--- src/rtl/dds_ctrl_pkg.sv ---
// dds_ctrl_pkg: command codes, parser FSM states and tuning defaults shared by the DDS control path
package dds_ctrl_pkg;
  localparam logic [7:0] CMD_FWORD1 = 8'h01;
  localparam logic [7:0] CMD_PWORD1 = 8'h02;
  localparam logic [7:0] CMD_FWORD2 = 8'h03;
  localparam logic [7:0] CMD_PWORD2 = 8'h04;
  localparam logic [7:0] CMD_MSEL1  = 8'h05;
  localparam logic [7:0] CMD_MSEL2  = 8'h06;
  localparam logic [31:0] FWORD_RST_DEF = 32'd8589;
  typedef enum logic [1:0] {ST_IDLE, ST_GET_CMD, ST_GET_DATA, ST_GET_CHK} state_e;
  function automatic logic cmd_valid(input logic [7:0] c);
    return c >= CMD_FWORD1 && c <= CMD_MSEL2;
  endfunction
endpackage

--- src/rtl/dds_uart_cmd_parser.sv ---
// dds_uart_cmd_parser: parses 7-byte UART frames (HDR CMD D3 D2 D1 D0 CHK) into DDS tuning registers
//   in : Clk, Reset_n (async, active low), Rx_data[7:0], Rx_done (1-cycle byte strobe)
//   out: Fword1/2[31:0], Pword1/2[11:0], Module_Sel1/2[1:0], Cmd_ok / Cmd_err (1-cycle pulses)
module dds_uart_cmd_parser
  import dds_ctrl_pkg::*;
#(
  parameter logic [7:0]  HEADER      = 8'hA5,
  parameter int unsigned TIMEOUT_CYC = 500_000,
  parameter logic [31:0] FWORD_RST   = FWORD_RST_DEF
) (
  input  logic        Clk,
  input  logic        Reset_n,
  input  logic [7:0]  Rx_data,
  input  logic        Rx_done,
  output logic [31:0] Fword1,
  output logic [11:0] Pword1,
  output logic [31:0] Fword2,
  output logic [11:0] Pword2,
  output logic [1:0]  Module_Sel1,
  output logic [1:0]  Module_Sel2,
  output logic        Cmd_ok,
  output logic        Cmd_err
);
  localparam int TW = $clog2(TIMEOUT_CYC);
  localparam logic [TW-1:0] TO_LAST = TW'(TIMEOUT_CYC - 1);
  state_e state_q, state_d;
  logic [7:0]  cmd_q, cmd_d, chk_q, chk_d;
  logic [31:0] pay_q, pay_d;
  logic [1:0]  cnt_q, cnt_d;
  logic [TW-1:0] to_q, to_d;
  logic [31:0] fword1_q, fword1_d, fword2_q, fword2_d;
  logic [11:0] pword1_q, pword1_d, pword2_q, pword2_d;
  logic [1:0]  msel1_q, msel1_d, msel2_q, msel2_d;
  logic        ok_q, ok_d, err_q, err_d;
  always_comb begin
    state_d = state_q;
    cmd_d   = cmd_q;
    chk_d   = chk_q;
    pay_d   = pay_q;
    cnt_d   = cnt_q;
    ok_d    = 1'b0;
    err_d   = 1'b0;
    // Idle never times out; any received byte restarts the inter-byte window
    to_d    = (Rx_done || state_q == ST_IDLE) ? '0 : to_q + 1'b1;
    if (Rx_done) begin
      case (state_q)
        ST_IDLE: state_d = (Rx_data == HEADER) ? ST_GET_CMD : ST_IDLE;
        ST_GET_CMD: begin
          cmd_d   = Rx_data;
          chk_d   = Rx_data;
          cnt_d   = '0;
          state_d = ST_GET_DATA;
        end
        ST_GET_DATA: begin
          pay_d   = {pay_q[23:0], Rx_data};
          chk_d   = chk_q ^ Rx_data;
          cnt_d   = cnt_q + 1'b1;
          state_d = (cnt_q == 2'd3) ? ST_GET_CHK : ST_GET_DATA;
        end
        default: begin
          ok_d    = (Rx_data == chk_q) && cmd_valid(cmd_q);
          err_d   = !ok_d;
          state_d = ST_IDLE;
        end
      endcase
    end else if (state_q != ST_IDLE && to_q == TO_LAST) begin
      err_d   = 1'b1;
      state_d = ST_IDLE;
      to_d    = '0;
    end
    fword1_d = (ok_d && cmd_q == CMD_FWORD1) ? pay_q       : fword1_q;
    pword1_d = (ok_d && cmd_q == CMD_PWORD1) ? pay_q[11:0] : pword1_q;
    fword2_d = (ok_d && cmd_q == CMD_FWORD2) ? pay_q       : fword2_q;
    pword2_d = (ok_d && cmd_q == CMD_PWORD2) ? pay_q[11:0] : pword2_q;
    msel1_d  = (ok_d && cmd_q == CMD_MSEL1)  ? pay_q[1:0]  : msel1_q;
    msel2_d  = (ok_d && cmd_q == CMD_MSEL2)  ? pay_q[1:0]  : msel2_q;
  end
  always_ff @(posedge Clk or negedge Reset_n) begin
    if (!Reset_n) begin
      state_q  <= ST_IDLE;
      cmd_q    <= '0;
      chk_q    <= '0;
      pay_q    <= '0;
      cnt_q    <= '0;
      to_q     <= '0;
      fword1_q <= FWORD_RST;
      fword2_q <= FWORD_RST;
      pword1_q <= '0;
      pword2_q <= '0;
      msel1_q  <= '0;
      msel2_q  <= '0;
      ok_q     <= 1'b0;
      err_q    <= 1'b0;
    end else begin
      state_q  <= state_d;
      cmd_q    <= cmd_d;
      chk_q    <= chk_d;
      pay_q    <= pay_d;
      cnt_q    <= cnt_d;
      to_q     <= to_d;
      fword1_q <= fword1_d;
      fword2_q <= fword2_d;
      pword1_q <= pword1_d;
      pword2_q <= pword2_d;
      msel1_q  <= msel1_d;
      msel2_q  <= msel2_d;
      ok_q     <= ok_d;
      err_q    <= err_d;
    end
  end
  assign Fword1      = fword1_q;
  assign Pword1      = pword1_q;
  assign Fword2      = fword2_q;
  assign Pword2      = pword2_q;
  assign Module_Sel1 = msel1_q;
  assign Module_Sel2 = msel2_q;
  assign Cmd_ok      = ok_q;
  assign Cmd_err     = err_q;
endmodule

--- config.mk ---
export PLATFORM = sky130hd
export DESIGN_NAME = dds_uart_cmd_parser
export DESIGN_NICKNAME = d
export VERILOG_FILES = /design/src/rtl/dds_ctrl_pkg.sv /design/src/rtl/dds_uart_cmd_parser.sv
export SDC_FILE = /design/constraint.sdc
export NUM_CORES = 1
export LEC_CHECK = 0
export ABC_AREA = 1
export CAP_MARGIN = 20
export CORE_ASPECT_RATIO = 1.75
export CORE_MARGIN = 3
export CORE_UTILIZATION = 50
export CTS_BUF_LIST = sky130_fd_sc_hd__clkbuf_2 sky130_fd_sc_hd__clkbuf_4 sky130_fd_sc_hd__clkbuf_8
export CTS_CLUSTER_SIZE = 8
export DETAILED_ROUTE_END_ITERATION = 12
export PLACE_DENSITY = 0.74
export SLEW_MARGIN = 10
export SYNTH_ARGS = -nofsm -noshare
export SYNTH_HDL_FRONTEND = slang
export SYNTH_SLANG_ARGS = --single-unit
--- constraint.sdc ---
create_clock -name Clk -period 3.65 [get_ports Clk]
set_clock_uncertainty 0.2 [all_clocks]
set_input_delay 0.9125 -clock Clk [delete_from_list [all_inputs] [get_ports Clk]]
set_output_delay 0.9125 -clock Clk [all_outputs]
set_load 0.01 [all_outputs]
==> out/results.env <==
OUTCOME='finished clean'
NUMBER_OF_GLOBAL_ROUTE_VIAS_BEFORE_REPAIR=6084
YOSYSTOPAREACELL='dfrtp_1'
ANTENNA_FOUND_INITIAL=0
CTS_NUM_SINKS=165
NUMCTSBUFFERS=17
LAYOUT-DRIVE-GT1-SHARE_PCT=8.69
REQUIRED_TIME_AT_THE_WORST_SLACK_ENDPOINT_NS=3.79
CRITPATHTOPFAMILY='simple AND/OR/NAND/NOR gates'
DRT_WL_TOTAL_UM=19300
AREAGROWTHSYNTHTOFINISH_PCT=19.4
WORST-PATH-BUF-INV=2
CRITICAL_PATH.MAX_FANOUT=32
DRTANTENNAVIOLNETS=0
MAX_SLEW_MARGIN_PCT=42.7
FINAL_ANTENNA_DIODE_COUNT=0
POWER.COMBINATIONAL.FRACTION_PCT=10.2
DOMINANTREGCELLSYNTH='dfrtp_1'
PIN_COUNT_OF_THE_BIGGEST_NET_ENTERING_GLOBAL_ROUTING=93
FLOORPLAN.DIE_AREA_UM2=16600
SYNTHESIS.NETS=861
HOLD_PATH.CLASS='in -> async'
CLOCK_TRANSITION_AT_THE_REGISTER_CLOCK_PINS_ON_THE_WORST_SETUP_AND_HOLD_PATHS_AFTER_CTS_NS=0.10
CRIT_PATH_CELL_TRACE='clkdlybuf4s50_1, inv_1, nand2_1, nand2_1, nor2_1, nand2_2, nor2_4, nand4_4, nand2_1, nand2_1'
GRT_SETUP_UNREPAIRED='false'
AREA_FRACTION_OF_THE_DOMINANT_CELL_TYPE_AFTER_SYNTHESIS_PCT=51.0
CTS_TREE='yes'
ACHIEVABLE-FREQUENCY_MHz=363
NETSWITCHINGPOWER_uW=1300
RELATIVE_CONTRIBUTION_OF_THE_CLOCK_NETWORK_TO_TOTAL_POWER_PCT=33.4
INITIAL_CORE_UTIL_PCT=51.7
CTS_RESIZED=0
AREA_CONTRIBUTORS_POST_SYNTH='dfrtp_1 (51%), nand2_1 (17%), nand4_1 (8.6%)'
CTS_MAX_PATH_BUFFERS=2
GR-TOTAL-OVERFLOW=0
GRT_PASS1_WL_UM=31700
DRT_DRC_VIOLATIONS_LEFT=0
WORST_PATH_LARGEST_CELL_DELAY_NS=0.51
SETUP_TOTAL_NEGATIVE_SLACK_NS=0
DRT-INITIAL-DRC-COUNT=434
MAPPEDNETLISTAREA_UM2=7510
WORSTSETUPENDPOINTTYPE='register'
LAYOUT_WORST_PATH_CYCLE_SHARE_PCT=75.5
ROUTED-VIA-COUNT=6208
YS_WARN_COUNT=0
POWER.SHARE.SWITCHING_PCT=31.9
PORT_BUFFERS=104
POWER.SEQUENTIAL.FRACTION_PCT=56.3
GRT_UTIL_ALL_LAYERS_PCT=24.1
WORSTSETUPSTARTPOINTTYPE='input pin'
FINAL_HOLD_VIOL_COUNT=0
REGISTER_AREA_SHARE_AFTER_SYNTHESIS_PCT=55.2
NUMBER_OF_INSTANCES_IN_THE_SYNTHESIZED_NETLIST=843
CLOCK_TREE.HTREE_LEVEL_COUNT=4
HPWLAFTERDP_UM=13400
FINAL_CELLS=1124
DRT_PASS1_ITERATIONS=6
CLK_LATENCY_NS=0.45
SYNTH_EDF_COUNT=0
SYNTHARSTFLOPSHARE_PCT=100
NUM_ROWS=58
ROUTABILITY_CONG=0.940
P_LEAK_uW=0.00442
POST-PLACE-CELLS=1092
ROUTED_WIRE_LENGTH_PER_INSTANCE_UM=17.2
CP.ARRIVAL_NS=2.90
DIE_HEIGHT_UM=168
SLEW_VIOL_FINAL=0
SYNTH-SEQ-CELLS=165
BOUNDARY_PIN_COUNT=105
INTPOWER_uW=2770
HOLD_BUFFERS=0
CTS_ROOT_BUFFER='clkbuf_8'
FLOORPLAN.CORE_AREA_UM2=14500
CPMAXSTAGEDELAYCELL='clkdlybuf4s50_1'
IRDROPWORSTVDD_mV=0.246
CRIT_PATH_FREQUENT_CELL='nand2_1'
PERIOD_MINUS_SLACK_NS=2.76
KIND_OF_CRITICAL_PATH='in -> reg'
FINALCOREUTILIZATION_PCT=61.8
FP.DIEW_UM=98.6
SYN_AVG_CELL_AREA_UM2=8.91
FINALSETUPVIOLATIONS=0
WORST_PIN_SLEW_NS=0.854
POST_SYNTH_NUM_CELL_TYPES=37
ROUTED_VIA_DENSITY=5.52
DRV.MAX_CAP_VIOLATION_COUNT=0
CTS_SETUP_BUFFERS=0
POWER.DENSITY_nW_PER_UM2=453
FINAL_NET_COUNT=949
NUM-FILL-CELLS=1299
-- cell usage in the layout, fill, tap and decap left out, types with 3 or more instances in the layout --
cell type / n
a21oi_1: 5
buf_12: 3
buf_4: 8
clkbuf_8: 17
clkdlybuf4s50_1: 103
dfrtp_1: 153
dfstp_2: 12
ha_1: 7
inv_1: 41
inv_2: 8
inv_6: 6
nand2_1: 341
nand3_1: 15
nand4_1: 103
nand4_2: 3
nor2_1: 28
nor2_4: 4
nor3_1: 17
o21ai_0: 24
or2_2: 3
xnor2_1: 3
xor2_1: 12
-- worst reg2reg max path: stages, from the launching register on --
cell and delay [ns]:
dfrtp_1 0.42, nor2_4 0.15, nand3_4 0.15, nor3_2 0.68, nand4_2 0.43, nand2_1 0.17
nand2_1 0.07
-- path summary, 6_finish.rpt --
kind / from / end / slack, ns / cells past startpoint
worst min-delay path: Reset_n / Fword2[12] / 0.15 / 1
max in group asynchronous: Reset_n / Pword2[5] / 2.21 / 2
worst min register to register: to_q[0] / to_q[0] / 0.27 / 1
worst max register to register: cmd_q[4] / Pword2[0] / 1.28 / 6
min in group Clk: to_q[0] / to_q[0] / 0.27 / 1
worst max-delay path: Rx_data[4] / Fword2[5] / 0.89 / 10
-- synth_stat cells, types with 2 or more instances --
cell,number
buf_8,9
o21ai_0,24
xnor2_1,3
nor2_4,4
nand2_2,2
nand4_4,2
buf_2,13
nand2_1,341
nor3_4,2
inv_1,41
nand4_1,103
clkbuf_1,17
dfrtp_1,153
nor3_1,17
buf_6,6
or2_2,3
xor2_1,12
nand3_1,15
nand4_2,3
dfstp_2,12
a21oi_1,5
ha_1,7
nor2_1,28
inv_2,8
-- power by group through the flow --
| stage | clock [uW] | sequential [uW] | combinational, uW |
|---|---|---|---|
| floorplan | 0 | 2150 | 318 |
| global placement | 0 | 2310 | 405 |
| detailed placement | 0 | 2310 | 417 |
| CTS | 1390 | 2280 | 420 |
| global route | 1460 | 2300 | 489 |
| finish | 1360 | 2290 | 416 |
-- stage by stage --
| stage | setup WS, ns | total power, uW | instance area [um2] | hold WS, ns |
|---|---|---|---|---|
| final | 0.893 | 4060 | 8960 | 0.153 |
| after global routing | 0.709 | 4250 | 8960 | 0.157 |
| after CTS | 0.916 | 4090 | 8960 | 0.146 |
| after detailed placement | 0.429 | 2730 | 8560 | 0.262 |
| after global placement | 0.450 | 2710 | 8560 | 0.251 |
| after floorplan | 1.47 | 2470 | 7510 | 0.233 |
-- routing by layer --
metal  share of wire (%)  vias up  track usage, %
met5                   0        -               0
met4                 3.0        0            9.45
met3                 3.7       36            3.07
met2                  55      198            44.1
met1                  38     3023            28.4
li1                    -     2951               -
-- registers in the layout, summed over array words and instances (netlist names), 8 cells and up --
register,flops
Fword1,32
Fword2,32
pay_q,32
to_q,19
Pword1,12
Pword2,12
chk_q,8
cmd_q,8
-- layout make-up --
cell class | count | area (um2) | share of cell area (%)
clock buffers | 18 | 241 | 2.69
inverters | 50 | 188 | 2.09
multi-input cells | 582 | 2840 | 31.7
repair buffers | 115 | 1160 | 13.0
flip-flops and latches | 165 | 4140 | 46.2
well taps | 180 | 225 | 2.51
clock inverters | 14 | 165 | 1.84
-- cells by family after synthesis --
group,after synthesis,synth area share (%)
and+or+nand+nor,525,32.3
DFF,165,55.2
buffers and inverters,96,6.98
AOI/OAI and AO/OA,35,2.58
xor gates and xnor gates,15,1.75
adders and majority gates,7,1.17
(Power assumes the default switching activity.)
